$ cat config.mk
export PLATFORM = sky130hd
export DESIGN_NAME = mult4_shift_add_flat
export DESIGN_NICKNAME = d
export VERILOG_FILES = /design/src/rtl/mult4_shift_add_pkg.sv /design/src/rtl/mult4_shift_add_if.sv /design/src/rtl/mult4_shift_add_fa4.sv /design/src/rtl/mult4_shift_add.sv /design/src/flat_wrapper.sv
export SDC_FILE = /design/constraint.sdc
export NUM_CORES = 1
export LEC_CHECK = 0
export CORE_MARGIN = 1
export CORE_UTILIZATION = 35
export CTS_BUF_LIST = sky130_fd_sc_hd__clkbuf_4 sky130_fd_sc_hd__clkbuf_8 sky130_fd_sc_hd__clkbuf_16
export DETAILED_ROUTE_END_ITERATION = 8
export SLEW_MARGIN = 20
export SYNTH_ARGS = -nofsm -noshare
export SYNTH_HDL_FRONTEND = slang
export SYNTH_SLANG_ARGS = --single-unit
$ cat constraint.sdc
create_clock -name clk -period 2.01 [get_ports clk]
set_input_delay 0.402 -clock clk [delete_from_list [all_inputs] [get_ports clk]]
set_output_delay 0.402 -clock clk [all_outputs]
set_load 0.01 [all_outputs]
$ cat src/rtl/mult4_shift_add_pkg.sv
// Shared constants and state encoding for the shift-and-add multiplier.
package mult4_shift_add_pkg;

    localparam int MULT_W = 4;
    localparam int PROD_W = 2 * MULT_W;

    localparam logic [1:0] ST_IDLE = 2'd0;
    localparam logic [1:0] ST_BUSY = 2'd1;
    localparam logic [1:0] ST_DONE = 2'd2;

    // 2'd3 is not a legal state; the FSM falls back to IDLE if it ever sees it.
    typedef enum logic [1:0] {
        IDLE = ST_IDLE,
        BUSY = ST_BUSY,
        DONE = ST_DONE
    } state_t;

endpackage

$ cat src/rtl/mult4_shift_add_if.sv
// Operand/product handshake bundle for mult4_shift_add.
interface mult4_shift_add_if;
    import mult4_shift_add_pkg::*;

    logic              in_valid;
    logic              in_ready;
    logic [MULT_W-1:0] a;
    logic [MULT_W-1:0] b;
    logic              out_valid;
    logic              out_ready;
    logic [PROD_W-1:0] product;
    logic              busy;

    // Producer/consumer side (drives operands, accepts products).
    modport master (
        output in_valid, a, b, out_ready,
        input  in_ready, out_valid, product, busy
    );

    // Multiplier side.
    modport slave (
        input  in_valid, a, b, out_ready,
        output in_ready, out_valid, product, busy
    );

endinterface

$ cat src/rtl/mult4_shift_add_fa4.sv
// 4-bit ripple-carry adder built from single-bit full adders.

// One full-adder cell.
module FA_str (
    input  logic a,
    input  logic b,
    input  logic c_in,
    output logic sum,
    output logic c_out
);
    assign sum   = a ^ b ^ c_in;
    assign c_out = (a & b) | (c_in & (a ^ b));
endmodule

// Four cells chained through the carry.
module FA_4bit (
    input  logic [3:0] a,
    input  logic [3:0] b,
    input  logic       c_in,
    output logic [3:0] sum,
    output logic       c_out
);
    logic [4:0] carry;

    assign carry[0] = c_in;

    for (genvar i = 0; i < 4; i++) begin : g_bit
        FA_str u_fa (
            .a     (a[i]),
            .b     (b[i]),
            .c_in  (carry[i]),
            .sum   (sum[i]),
            .c_out (carry[i+1])
        );
    end

    assign c_out = carry[4];
endmodule

$ cat src/rtl/mult4_shift_add.sv
// Sequential 4x4 unsigned multiplier: one multiplier bit per clock through
// FA_4bit, fixed 4-cycle latency, valid/ready on both sides.
module mult4_shift_add
    import mult4_shift_add_pkg::*;
#(
    parameter int WIDTH = MULT_W
) (
    input  logic              clk,
    input  logic              rst_n,
    mult4_shift_add_if.slave  bus
);

    // The datapath is hard-wired to the 4-bit adder.
    if (WIDTH != 4) begin : g_width_check
        $error("mult4_shift_add: WIDTH must be 4 (tied to FA_4bit)");
    end

    state_t             state;
    logic [1:0]         count;
    logic [WIDTH-1:0]   mcand;
    logic [2*WIDTH-1:0] acc;
    logic [2*WIDTH-1:0] acc_next;
    logic [2*WIDTH-1:0] product;
    logic               out_valid;
    logic               busy;
    logic [WIDTH-1:0]   add_b;
    logic [WIDTH-1:0]   sum;
    logic               c_out;
    logic               accept;

    // Upper accumulator half plus the multiplicand when the current
    // multiplier bit (acc[0]) is set.
    assign add_b = acc[0] ? mcand : '0;

    FA_4bit u_add (
        .a     (acc[2*WIDTH-1:WIDTH]),
        .b     (add_b),
        .c_in  (1'b0),
        .sum   (sum),
        .c_out (c_out)
    );

    // Right shift with the adder carry landing in the MSB, so no bit is lost.
    assign acc_next = {c_out, sum, acc[WIDTH-1:1]};

    // A finished result may be swapped for new operands on the same edge.
    assign bus.in_ready = (state == IDLE) | ((state == DONE) & bus.out_ready);
    assign accept       = bus.in_valid & bus.in_ready;

    assign bus.product   = product;
    assign bus.out_valid = out_valid;
    assign bus.busy      = busy;

    // Control FSM, counter, accumulator and registered outputs.
    always_ff @(posedge clk or negedge rst_n) begin
        if (!rst_n) begin
            state     <= IDLE;
            count     <= '0;
            mcand     <= '0;
            acc       <= '0;
            product   <= '0;
            out_valid <= 1'b0;
            busy      <= 1'b0;
        end else begin
            case (state)
                IDLE: begin
                    if (accept) begin
                        mcand <= bus.a;
                        acc   <= {{WIDTH{1'b0}}, bus.b};
                        count <= '0;
                        busy  <= 1'b1;
                        state <= BUSY;
                    end
                end
                BUSY: begin
                    acc   <= acc_next;
                    count <= count + 2'd1;
                    if (count == 2'd3) begin
                        product   <= acc_next;
                        out_valid <= 1'b1;
                        busy      <= 1'b0;
                        state     <= DONE;
                    end
                end
                DONE: begin
                    if (bus.out_ready) begin
                        out_valid <= 1'b0;
                        if (bus.in_valid) begin
                            mcand <= bus.a;
                            acc   <= {{WIDTH{1'b0}}, bus.b};
                            count <= '0;
                            busy  <= 1'b1;
                            state <= BUSY;
                        end else begin
                            state <= IDLE;
                        end
                    end
                end
                default: begin
                    out_valid <= 1'b0;
                    busy      <= 1'b0;
                    count     <= '0;
                    state     <= IDLE;
                end
            endcase
        end
    end

endmodule
$ cat src/flat_wrapper.sv
// flat-port wrapper written by rule: the top's interface ports become plain ports
module mult4_shift_add_flat import mult4_shift_add_pkg::*;
#(
    parameter int WIDTH = MULT_W
)
  (clk, rst_n, bus_in_valid, bus_a, bus_b, bus_out_ready, bus_in_ready, bus_out_valid, bus_product, bus_busy);
  mult4_shift_add_if bus_i ();
  input  logic clk;
  input  logic rst_n;
  input wire logic [$bits(bus_i.in_valid)-1:0] bus_in_valid;
  input wire logic [$bits(bus_i.a)-1:0] bus_a;
  input wire logic [$bits(bus_i.b)-1:0] bus_b;
  input wire logic [$bits(bus_i.out_ready)-1:0] bus_out_ready;
  output wire logic [$bits(bus_i.in_ready)-1:0] bus_in_ready;
  output wire logic [$bits(bus_i.out_valid)-1:0] bus_out_valid;
  output wire logic [$bits(bus_i.product)-1:0] bus_product;
  output wire logic [$bits(bus_i.busy)-1:0] bus_busy;
  assign bus_i.in_valid = bus_in_valid;
  assign bus_i.a = bus_a;
  assign bus_i.b = bus_b;
  assign bus_i.out_ready = bus_out_ready;
  assign bus_in_ready = bus_i.in_ready;
  assign bus_out_valid = bus_i.out_valid;
  assign bus_product = bus_i.product;
  assign bus_busy = bus_i.busy;
  mult4_shift_add #(.WIDTH(WIDTH)) u_core (.clk(clk), .rst_n(rst_n), .bus(bus_i));
endmodule
Yosys cells after proc, flatten, opt, wreduce, memory -nomap -nowiden:

Cells that the tools add are included.

* add/subtract/negate cells: 1
* eq/ne operators: 7
* multiplexer cells: 26
* bitwise operators: 21
* reduce and logical (&&, ||, !) cells: 10

Operators by type and width (count)
* $mux 8: 3
* $pmux 8 s3: 1
* $mux 4: 4
* $mux 2: 6
* $pmux 2 s3: 2
* $reduce_and 4->1: 3
* $and 1x1->1: 9
* $reduce_and 3->1: 3
* $pmux 4 s2: 1
* $mux 1: 7
* $xor 1x1->1: 7
* $pmux 1 s3: 2
* $eq 2x2->1 const B: 2
* $ne 2x1->1 const B: 2
* $ne 2x2->1 const B: 2
* $or 1x1->1: 4
* $reduce_bool 3->1: 1
* $add 2x1->2 const B: 1
* $eq 2x1->1 const B: 1
* $logic_not 2->1: 1
* $reduce_and 2->1: 1
* $reduce_bool 2->1: 1
* $not 1->1: 1

* register bits after elaboration: 26
* logic and storage cells: 72

Longest topological paths before layout:

* depth after elaboration: 9
* mapped depth: 7
* depth with buffers taken out: 7

By module:

A second synthesis with hierarchy kept.

* cell total of the unflattened synthesis: 104
* area, all modules: 1251.2 sq um

By module, submodules not included
* mult4_shift_add: times used 1, cells an instance 100, area each 1171.1 sq um
* FA_str: times used 4, cells an instance 1, area each 20.0 sq um

Worst setup path after synthesis:

OpenSTA, ideal clock, no wires.

* path type: register -> register
* from: reg u_core.acc[0]
* to: reg u_core.acc[6]
* library setup time: 0.082 ns
* arrival: 1.849 ns
* path slack: 0.079 ns
* stages on the path, launching flop included: 8
* buffers on the path: 0
* clock period less this slack: 1.931 ns
* path through: dfrtp_1 and2_1 ha_1 fa_1 inv_1 fa_1 fa_1 o22ai_1

* cells in the longest elaborated chain, start to end: 8
* elaborated cells on any way between the ends: 13
* classes of those cells: 2 x mux; 11 x bitwise

Ends and longest elaborated chain
* from (decl): RTL line mult4_shift_add.sv:21 `logic [2*WIDTH-1:0] acc;`
* from (signal assigned): RTL line mult4_shift_add.sv:69 `acc <= {{WIDTH{1'b0}}, bus.b};`
* from (signal assigned): RTL line mult4_shift_add.sv:76 `acc <= acc_next;`
* from (signal assigned): RTL line mult4_shift_add.sv:90 `acc <= {{WIDTH{1'b0}}, bus.b};`
* $mux 4 (*): RTL line mult4_shift_add.sv:33 `assign add_b = acc[0] ? mcand : '0;`
* $and 1x1->1 / $xor 1x1->1 (equally long branches): RTL line mult4_shift_add_fa4.sv:12 `assign c_out = (a & b) | (c_in & (a ^ b));`
* $and 1x1->1: RTL line mult4_shift_add_fa4.sv:12
* $or 1x1->1: RTL line mult4_shift_add_fa4.sv:12
* $and 1x1->1: RTL line mult4_shift_add_fa4.sv:12
* $or 1x1->1: RTL line mult4_shift_add_fa4.sv:12
* $xor 1x1->1 (*): RTL line mult4_shift_add_fa4.sv:11 `assign sum = a ^ b ^ c_in;`
* $pmux 8 s3 (*): RTL line mult4_shift_add.sv:65 `case (state)`

Every way passes the cells marked *; elsewhere a longest branch is shown, timed or not.
A chain may end at the register's enable or synchronous reset.

Worst setup path in the final report:

Same ends and word-level chain as after synthesis.

==> summary.md <==
| Metric | Value |
|---|---|
| Clock group share of total power | `under 10%` |
| Initial Utilization | `~38%` |
| Pin count of the biggest net entering global routing | `27` |
| Pint | `1414 uW` |
| Layout Skew | `3.699 ps` |
| Inserted Clock Buffers | `3` |
| Pwr per Cell Area | `1432 nW/um^2` |
| Final Setup Violations | `0` |
| Clock transition at the registers of the reported paths | `roughly 140 ps` |
| Yosys top cell area share | `54.56%` |
| Layout overhead on the synthesized area | `28.33%` |
| CTS Hold Bufs | `0` |
| Main synth FF type | `dfrtp_1` |
| Max Fclk | `507.8 MHz` |
| Post-route minimum period | `1969 ps` |
| Critical path, cell by cell | `and2_4 -> ha_4 -> fa_2 -> inv_2 -> fa_2 -> fa_1 -> o22ai_1` |
| Yosys reg bits | `26` |
| Filler cell count | `330` |
| Net count after synthesis | `120` |
| Tcrit/Tclk final | `about 98%` |
| Fin. Hold Viols | `0` |
| Post-synth cell types | `25` |
| Clock Path Buffers | `2` |
| NetSw | `776.5 uW` |
| Synth Area in Simple Gates | `15.63%` |
| Xor/xnor share of the synthesized area | `0%` |
| Die Footprint | `around 3600 sq um` |
| DR vias/cell | `approximately 4.8` |
| CTS tree | `yes` |
| H-tree level count | `1` |
| Main combinational cell family by area after synthesis | `simple AND/OR/NAND/NOR gates` |
| Detailed placement HPWL | `approximately 1.5 mm` |
| Post-Layout Cell Count | `175` |
| Mapped Cells | `around 100` |
| Clk sinks | `26` |
| Via count | `roughly 840` |
| Row count | `20` |
| Die Y | `60.37 um` |
| Fin area | `between 1500 and 2000 sq um` |
| Top Ports | `23` |
| Async SR Flop Fraction | `100.0%` |
| Status | `finished, final reports clean` |
| Slowest Stage Delay on Critical Path | `430 ps` |
| Max-Cap Viols | `0` |
| WS Path Type | `reg -> reg` |
| Worst-Margin Slew | `553.7 ps` |
| CP required | `2250 ps` |
| Die Width | `60.37 um` |
| Sum of negative setup slack | `0 ps` |
| Logic pwr share | `48.1%` |
| Nets | `150` |
| Hold_ws | `~450 ps` |
| Crit end category | `flop` |
| Worst Path Max Fanout | `3` |
| Share of layout cells above drive strength 1 | `21.37%` |
| First-pass GRT wire length | `3.581 mm` |
| Vias in the first global route | `between 700 and 800` |
| Mapped Area | `1192 sq um` |
| Critical Path Start Type | `flop` |
| Max IR drop VDD | `between 0.5 and 0.6 mV` |
| IO buf count | `22` |
| Routed wire length | `2.150 mm` |
| Mux cell area share after synthesis | `9.759%` |
| Post-synth EDFFs | `0` |
| N_diodes | `0` |
| Total area of sequential cells | `~650 sq um` |
| Cell types with the highest counts after synthesis | `dfrtp_1 (26), nand2_1 (21), mux2_2 (9)` |
| Leakage | `0.0006490 uW` |
| Synth top area cells | `dfrtp_1 (55%), mux2_2 (8.5%), nand2_1 (6.6%)` |
| # DRC | `0` |
| Most frequent cell after synthesis | `dfrtp_1` |
| Total Routing Usage GR | `a little over an eighth` |
| Initial antenna violation count | `0` |
| Worst-path cell with the longest stage delay | `dfrtp_1` |
| Slew Limit Headroom | `62.98%` |
| CP most frequent cell | `fa_2` |
| Gr ovfl total | `0` |
| Post-Syn Area per Cell | `11.58 sq um` |
| Compound-Gate Fraction of Synth Area | `a little under a tenth` |
| Dpl cells | `169` |
| Synth warn | `0` |
| DP Area | `1466 sq um` |
| Later-pin clock latency in the skew report | `310 ps` |
| Synth Area in Adders | `7.135%` |
| Final Slew Violations | `0` |
| Clock Tree Root | `clkbuf_4` |
| TritonRoute pass-1 iters | `4` |
| Hold Crit Class | `in -> async` |
| Area of the multi-input gates | `519.2 sq um` |
| Drt wl/cell | `between 10 and 15 um` |
| Antenna-violating nets left | `0` |
| Net Sw Frac | `35.44%` |
| RD Place Congestion | `0.7623` |
| Starting DRT DRC Count | `31` |
| Core Area | `3153 sq um` |
| Sequential-to-total area share from yosys stat | `54.56%` |
| Dominant cell type by area after synthesis | `dfrtp_1` |
| Seq pwr share | `42.0%` |
| RSZ-0062 raised after global routing | `yes` |
| WP data arrival | `2210 ps` |
layer usage:
metal	wire length, um	global-route usage [%]
met5	0	0
met4	20	4.983
met3	62	2.559
met2	984	20.41
met1	1082	19.37
power groups by stage:
stage          Combinational, uW  Clock [uW]  Sequential, uW
2_1_floorplan                637           0             919
3_3_place_gp                 974           0             919
3_5_place_dp                 987           0             933
4_1_cts                     1050         227             916
5_1_grt                     1180         259             955
6_report                    1050         217             920
path summary, 6_finish.rpt:
check / slack [ps] / startpoint / to / depth (start not counted)
max in group asynchronous: 1320 / rst_n / u_core.state[0] / 2
hold / removal: 450 / rst_n / u_core.bus.product[3] / 2
setup reg to reg: 40 / u_core.acc[0] / u_core.acc[6] / 7
setup / recovery: 40 / u_core.acc[0] / u_core.acc[6] / 7
min in group clk: 500 / u_core.bus.product[5] / u_core.bus.product[5] / 2
hold reg to reg: 500 / u_core.bus.product[5] / u_core.bus.product[5] / 2
area by class of cell:
cell class	instances	share of cell area, %
sequential	26	42.52
multi-input combinational	70	33.93
timing repair buffer	29	17.74
tap	44	3.598
clock buffer	3	1.472
inverter	3	0.7359
logic make-up after synthesis:
group / Yosys count
buf+inv: 7
compound gates: 18
fa+ha+maj: 5
simple gates: 37
flops: 26
mux: 10
registers in the layout, indices dropped and copies added (netlist names):
name                  count
u_core.bus.product        8
u_core.acc                8
u_core.mcand              4
u_core.bus.busy           1
u_core.count              2
u_core.bus.out_valid      1
u_core.state              2
what timing repair did:
item,CTS,global route
setup buffers,3,0
endpoints found under the setup margin,3,4
pin swaps,3,5
resized for setup,5,4
metrics by stage:
step	setup slack (ps)	power [uW]	utilization, %
5_1_grt	-58.79	2393	48.53
4_1_cts	6.860	2188	48.06
2_1_floorplan	78.76	1555	-
6_report	40.83	2191	48.53
3_3_place_gp	-114.6	1893	46.51
3_5_place_dp	-98.00	1920	46.51
critical path, delay by kind of cell (launching register included):
kind / cells / cell delay, ps
adder cells (fa/ha/maj): 4 / 1100
flip-flops: 1 / 430
AND/OR/NAND/NOR: 1 / 170
AO/OA/AOI/OAI: 1 / 150
buffers and inverters: 1 / 60
layout by cell type, fill, tap and decap left out, drive strengths merged:
cell	count
clkbuf	3
nand2	21
and2b	1
nor2b	2
inv	3
nand3b	1
ha	2
dfrtp	26
a22o	1
nand3	4
o211ai	4
and2	2
dlygate4sd2	1
fa	3
nor2	3
o21ai	6
o22ai	4
buf	7
a21o	1
a21oi	2
clkdlybuf4s50	21
nand2b	3
mux2	10
Power figures use the tool's default switching activity.
